$ cat src/rtl/nibble_serial_addsub_ctrl.sv
// Wide two's-complement add/subtract done one nibble per clock on a shared 4-bit slice.
// The result, carry/borrow and overflow are published together when the last nibble completes.
module nibble_serial_addsub_ctrl #(
    parameter int NIBBLES = 4
) (
    input  logic                   clk,
    input  logic                   rst,
    input  logic                   start,
    input  logic                   sub,
    input  logic [4*NIBBLES-1:0]   a,
    input  logic [4*NIBBLES-1:0]   b,
    output logic                   ready,
    output logic                   busy,
    output logic                   done,
    output logic [4*NIBBLES-1:0]   result,
    output logic                   c,
    output logic                   v
);

    localparam int W  = 4 * NIBBLES;
    localparam int IW = (NIBBLES > 1) ? $clog2(NIBBLES) : 1;

    typedef enum logic [1:0] {
        S_IDLE,
        S_RUN,
        S_DONE
    } state_t;

    state_t         state;
    state_t         state_next;
    logic [W-1:0]   op_a;
    logic [W-1:0]   op_b;
    logic [W-1:0]   work;
    logic [W-1:0]   work_next;
    logic [IW-1:0]  idx;
    logic           carry;
    logic           sub_q;

    logic [3:0]     nib_a;
    logic [3:0]     nib_b;
    logic [4:0]     nib_sum;
    logic           nib_cy;
    logic           nib_c3;
    logic           last;

    // Handshake: start is taken only on an edge where ready=1; while busy it is dropped, not queued.
    assign ready = (state == S_IDLE);
    assign busy  = ~ready;
    assign done  = (state == S_DONE);

    always_comb begin
        nib_a     = op_a[4*idx +: 4];
        nib_b     = op_b[4*idx +: 4];
        nib_sum   = {1'b0, nib_a} + {1'b0, nib_b} + {4'b0000, carry};
        nib_cy    = nib_sum[4];
        // Carry into bit 3 recovered from the sum bit, used for overflow on the top nibble.
        nib_c3    = nib_a[3] ^ nib_b[3] ^ nib_sum[3];
        work_next = work;
        work_next[4*idx +: 4] = nib_sum[3:0];
        last      = (idx == IW'(NIBBLES - 1));
    end

    always_comb begin
        state_next = state;
        case (state)
            S_IDLE:  if (start) state_next = S_RUN;
            S_RUN:   if (last)  state_next = S_DONE;
            S_DONE:  state_next = S_IDLE;
            default: state_next = S_IDLE;
        endcase
    end

    always_ff @(posedge clk or posedge rst) begin
        if (rst) begin
            state  <= S_IDLE;
            idx    <= '0;
            carry  <= 1'b0;
            sub_q  <= 1'b0;
            op_a   <= '0;
            op_b   <= '0;
            work   <= '0;
            result <= '0;
            c      <= 1'b0;
            v      <= 1'b0;
        end else begin
            state <= state_next;
            case (state)
                S_IDLE: begin
                    if (start) begin
                        op_a  <= a;
                        op_b  <= sub ? ~b : b;
                        carry <= sub;
                        sub_q <= sub;
                        idx   <= '0;
                    end
                end
                S_RUN: begin
                    work  <= work_next;
                    carry <= nib_cy;
                    if (last) begin
                        idx    <= '0;
                        result <= work_next;
                        c      <= sub_q ^ nib_cy;
                        v      <= nib_c3 ^ nib_cy;
                    end else begin
                        idx <= idx + 1'b1;
                    end
                end
                default: ;
            endcase
        end
    end

endmodule

$ cat config.mk
export PLATFORM = sky130hd
export DESIGN_NAME = nibble_serial_addsub_ctrl
export DESIGN_NICKNAME = d
export VERILOG_FILES = /design/src/rtl/nibble_serial_addsub_ctrl.sv
export SDC_FILE = /design/constraint.sdc
export NUM_CORES = 1
export LEC_CHECK = 0
export BUFFER_PORTS_ARGS = -buffer_cell sky130_fd_sc_hd__buf_2
export CORE_MARGIN = 2
export CORE_UTILIZATION = 50
export CTS_BUF_LIST = sky130_fd_sc_hd__clkbuf_4 sky130_fd_sc_hd__clkbuf_8
export DETAILED_ROUTE_END_ITERATION = 10
export GPL_TIMING_DRIVEN = 0
export PLACE_DENSITY = 0.75
export SLEW_MARGIN = 10
export SYNTH_ARGS = -nofsm -noshare
export SYNTH_HDL_FRONTEND = slang
export SYNTH_SLANG_ARGS = --single-unit
export TNS_END_PERCENT = 1
$ cat constraint.sdc
create_clock -name clk -period 2.87 [get_ports clk]
set_input_delay 0.287 -clock clk [delete_from_list [all_inputs] [get_ports clk]]
set_output_delay 0.287 -clock clk [all_outputs]
set_load 0.01 [all_outputs]
# --- After elaboration in Yosys (flattened, before gate mapping) ---
# Cells that the tools add are included.
totals:
  output_inout_bits: 21
  inputBits: 36
  wordCells: 45
  reg_bits: 72
op_classes:
  bitwise: 6
  reduce_logical: 6
  shifts: 4
  mux: 10
  add_sub_neg: 4
  n_eq_ne: 5
ops:
  columns: ["op", "count"]
  rows:
  - ["4-bit negator with 34-bit output", 1]
  - ["4-bit by 34-bit variable shift with 16-bit output (first input constant)", 1]
  - ["4-bit by 34-bit indexed part select with 16-bit output", 1]
  - ["16-bit by 5-bit indexed part select with 4-bit output", 2]
  - ["16-bit bitwise mux", 1]
  - ["16-bit 2-to-1 mux", 1]
  - ["16-bit inverter", 1]
  - ["2-bit 2-to-1 mux", 4]
  - ["2-bit one-hot mux with 2 select lines", 2]
  - ["2-bit AND reduction", 4]
  - ["4-bit by 4-bit adder with 5-bit output", 1]
  - ["5-bit by 1-bit adder with 5-bit output", 1]
  - ["2-bit == test (second input constant)", 2]
  - ["2-bit inequality test (second input constant)", 2]
  - ["1-bit XOR", 4]
  - ["2-bit by 1-bit adder with 2-bit output (second input constant)", 1]
  - ["2-bit by 1-bit == test with 1-bit output (second input constant)", 1]
  - ["2-bit zero test", 1]
  - ["1-bit one-hot mux with 2 select lines", 1]
  - ["2-bit nonzero test", 1]
  - ["1-bit 2-to-1 mux", 1]
  - ["1-bit inverter", 1]

# --- Depth between registers and ports, before layout ---
logic_depth:
  depth_word: 5
  depth_mapped: 8

# --- Least setup slack after synthesis ---
# No wires, ideal clock.
synth_path:
  path_type: "register to register"
  from: "register idx[0]"
  to: "register work[10]"
  setup_time_ps: 121
  arrival_time_ps: 2623
  setup_slack_ps: 126
  stages_incl_launch_ff: 8
  path_cell_list: "dfrtp_1 -> buf_2 -> mux4_2 -> fa_1 -> fa_1 -> xor2_1 -> and2_1 -> a22o_1"
synth_via:
  elab_chain_len: 5
synth_lines:
  columns: ["item", "line_no", "source"]
  rows:
  - ["start, declared", "35", "logic [IW-1:0] idx;"]
  - ["start signal, assigned", "106", "idx <= idx + 1'b1;"]
  - ["16-bit by 5-bit indexed part select with 4-bit output, on equally long branches", "52, 53", null]
  - ["4-bit by 4-bit adder with 5-bit output", "54", "nib_sum = {1'b0, nib_a} + {1'b0, nib_b} + {4'b0000, carry};"]
  - ["5-bit by 1-bit adder with 5-bit output", "54", null]
  - ["4-bit by 34-bit indexed part select with 16-bit output", "59", "work_next[4*idx +: 4] = nib_sum[3:0];"]
  - ["16-bit bitwise mux *", "59", null]
  - ["end signal, assigned", "98", "work <= work_next;"]
  - ["end, declared", "33", "logic [W-1:0] work;"]
# Mark *: on every way between the ends. The rest lies on a longest branch, timed or not.
# A chain may end at the register's enable or synchronous reset.

# --- Worst setup path after layout ---
layout_path:
  from: "register idx[1]"
  to: "register work[6]"
# Same word-level chain as after synthesis.

==> flow_metrics.py <==
metrics = {
    "worst_setup_path": {
        "r2r_cells": 7,
        "cp-end-kind": "register",
        "cp-start-kind": "register",
        "crit_slowest_cell": "mux4_2",
        "path_cells": "buf_6, mux4_2, fa_1, fa_2, xor2_2, and2_1, a22o_1",
        "max_stage_delay_ns": 0.54,
        "ff2ff_setup_slack_ns": 0.13,
        "worst_ep_required_time_ns": 3.16,
        "r2r-start": "idx[1]",
        "arrival_ns": 3.03,
        "path_max_fanout": 9,
        "critPathKind": "register to register",
        "r2r-end": "work[6]",
    },
    "clock_tree": {
        "clk_pin_slew_ns": 0.08,
        "cts_made_buffers": 9,
        "root_buffer": "clkbuf_8",
        "clock-sinks": 72,
        "clock_latency_ns": 0.35,
        "htree_levels": 3,
        "cts_tree": "built",
        "cts_buffer_depth": 2,
    },
    "timing": {
        "relSlewSlack": 0.694,
        "grt_setup_unrepaired": "yes",
        "layout_min_cycle_time_ns": 2.74,
        "setup_tns_ns": 0,
        "tightest_slew_ns": 0.456,
        "setup_viol": 0,
        "whs_ns": 0.117,
        "fin_crit_sh": 0.956,
        "max_freq_mhz": 364,
        "fin_ws_ns": 0.126,
        "final_max_slew_viol_count": 0,
        "skew_ns": 0.00874,
        "finalHoldViolCount": 0,
    },
    "routing": {
        "drc": 0,
        "ant_nets": 0,
        "wl_um": 7000,
        "routedWlPerCell_um": 14.5,
        "vias_per_cell": 5.32,
        "first_pass_iters": 4,
        "drtIter0Drc": 156,
        "vias": 2577,
    },
    "global_routing": {
        "track_usage": 0.210,
        "first_global_vias": 2558,
        "antenna_found_initial": 0,
        "grt_pass1_wl_um": 12100,
        "gr-usage-met3": 0.0559,
        "grt_use_met2": 0.332,
        "grt_overflow": 0,
        "gr-max-usage-layer": "met2",
        "grt_max_degree": 39,
        "grtUsageMet1": 0.281,
    },
    "yosys": {
        "synth_nets": 377,
        "ys_seq_elements": 72,
        "synth_top_area_cell": "dfrtp_1",
        "syn_area_um2": 3460,
        "synth.distinct_cells": 36,
        "ys_seq_area_frac": 0.520,
        "synth_area_leaders": "dfrtp_1 52%, nand2_1 9.5%, mux4_2 5.2%",
        "synth_top_area_share": 0.520,
        "synthFlopType": "dfrtp_1",
        "syn_inst": 330,
        "synth-edff-count": 0,
        "ys.warnings.count": 0,
        "synthArstFlopShare": 1.00,
        "syn_avg_cell_area_um2": 10.5,
    },
    "pwr": {
        "ir_drop_mv": 0.588,
        "power.density_nw_per_um2": 1280,
        "leakagePower_nw": 2.01,
        "power_mw": 5.32,
    },
    "flow_run": {
        "drv_cap": 0,
    },
    "min_path": {
        "hp-class": "input port to register",
        "hp-start": "a[15]",
        "hold-path-endpoint": "op_a[15]",
        "holdPathStages": 3,
    },
    "floorplan": {
        "die_area_um2": 7610,
        "die_w_um": 87.2,
        "num_io_pins": 57,
        "rows": 30,
        "initial_core_util": 0.513,
        "die_h_um": 87.2,
        "core_um2": 6760,
    },
    "finish": {
        "final_cell_mix": "88 x nand2_1, 71 x dfrtp_1, 66 x buf_2",
        "antenna_cells": 0,
        "fillers": 579,
        "drive_gt1_frac": 0.270,
        "syn2layout_area_growth_pct": 19.8,
        "fin_util": 0.614,
        "final_area_um2": 4150,
        "final_net_count": 446,
        "multiInputGateArea_um2": 1560,
        "layoutNonFillerInstCount": 484,
        "seqCellArea_um2": 1800,
        "final_common_cell": "nand2_1",
    },
    "place": {
        "post-place-cells": 466,
        "portBuffers": 55,
        "dp_slack_ns": -0.366,
        "place.gp.congestion": 0.852,
        "dp_hpwl_um": 4980,
        "dpl_cell_area_um2": 3860,
    },
    "outcome": {
        "outcome": "complete, no violations",
    },
}
-- synth_stat cells, types with 2 or more instances --
cell type	instances
a21o_1	2
a21oi_1	13
a221oi_1	3
a22o_1	4
a32o_1	12
and2_1	2
and4bb_2	2
buf_1	2
buf_2	13
buf_4	2
clkbuf_1	4
dfrtp_1	72
fa_1	2
ha_1	9
inv_1	4
mux4_2	8
nand2_1	88
nand3_1	2
nor2_1	6
nor2b_1	11
nor3b_1	4
o21ai_0	30
o21ai_1	2
o31ai_1	2
xnor2_1	18
xor2_1	3
-- logic make-up after synthesis --
group	after synthesis	synth area share
mux	8	0.0520
flops	72	0.520
buf+inv	27	0.0361
compound gates	71	0.135
xor+xnor	21	0.0531
simple gates	120	0.159
fa+ha+maj	11	0.0441
-- state kept, by name (all words and copies together), names as in the netlist --
register / flops
c: 1
idx: 2
op_b: 16
v: 1
work: 16
sub_q: 1
result: 16
carry: 1
state: 2
op_a: 16
-- routing by layer --
metal / share of wire / vias up
met5: 0 / -
met4: 0.016 / 0
met3: 0.048 / 11
met2: 0.47 / 75
met1: 0.46 / 1226
li1: - / 1265
-- final cells by class --
| class | count | share of cell area |
|---|---|---|
| multi-input cells | 231 | 0.376 |
| inverters | 6 | 0.00603 |
| clock inverters | 6 | 0.0220 |
| well taps | 80 | 0.0241 |
| plain buffers | 20 | 0.0268 |
| clock buffers | 10 | 0.0332 |
| flip-flops and latches | 72 | 0.434 |
| repair buffers | 59 | 0.0772 |
-- report_power, final --
group / total [mW] / switching, mW / internal (mW)
clock network: 0.917 / 0.399 / 0.518
logic: 2.72 / 1.62 / 1.10
registers: 1.69 / 0.229 / 1.46
total: 5.32 / 2.25 / 3.07
-- timing repair --
action	CTS	global route
setup buffers	2	0
pin swaps	1	0
endpoints found under the setup margin	19	8
gates resized for setup	7	2
hold buffers	1	0
cloned	0	0
endpoints found under the hold margin	34	0
-- worst max path at each step --
stage                       from  endpoint  slack, ns
after CTS                 idx[1]         c       0.03
final                     idx[1]   work[6]       0.13
after floorplan           idx[0]  work[10]       0.13
after detailed placement  idx[0]  work[14]      -0.37
after global placement    idx[0]   work[6]      -0.30
after global routing      idx[1]   work[6]     -0.008
-- critical path, delay by kind of cell (launching register included) --
kind            cells  cell delay, ns
compound gates      1            0.17
buf+inv             1            0.18
fa+ha+maj           2            0.84
simple gates        1            0.28
xor+xnor            1            0.30
flops               1            0.38
mux                 1            0.54
No activity file was read; power rests on OpenSTA's default activity.
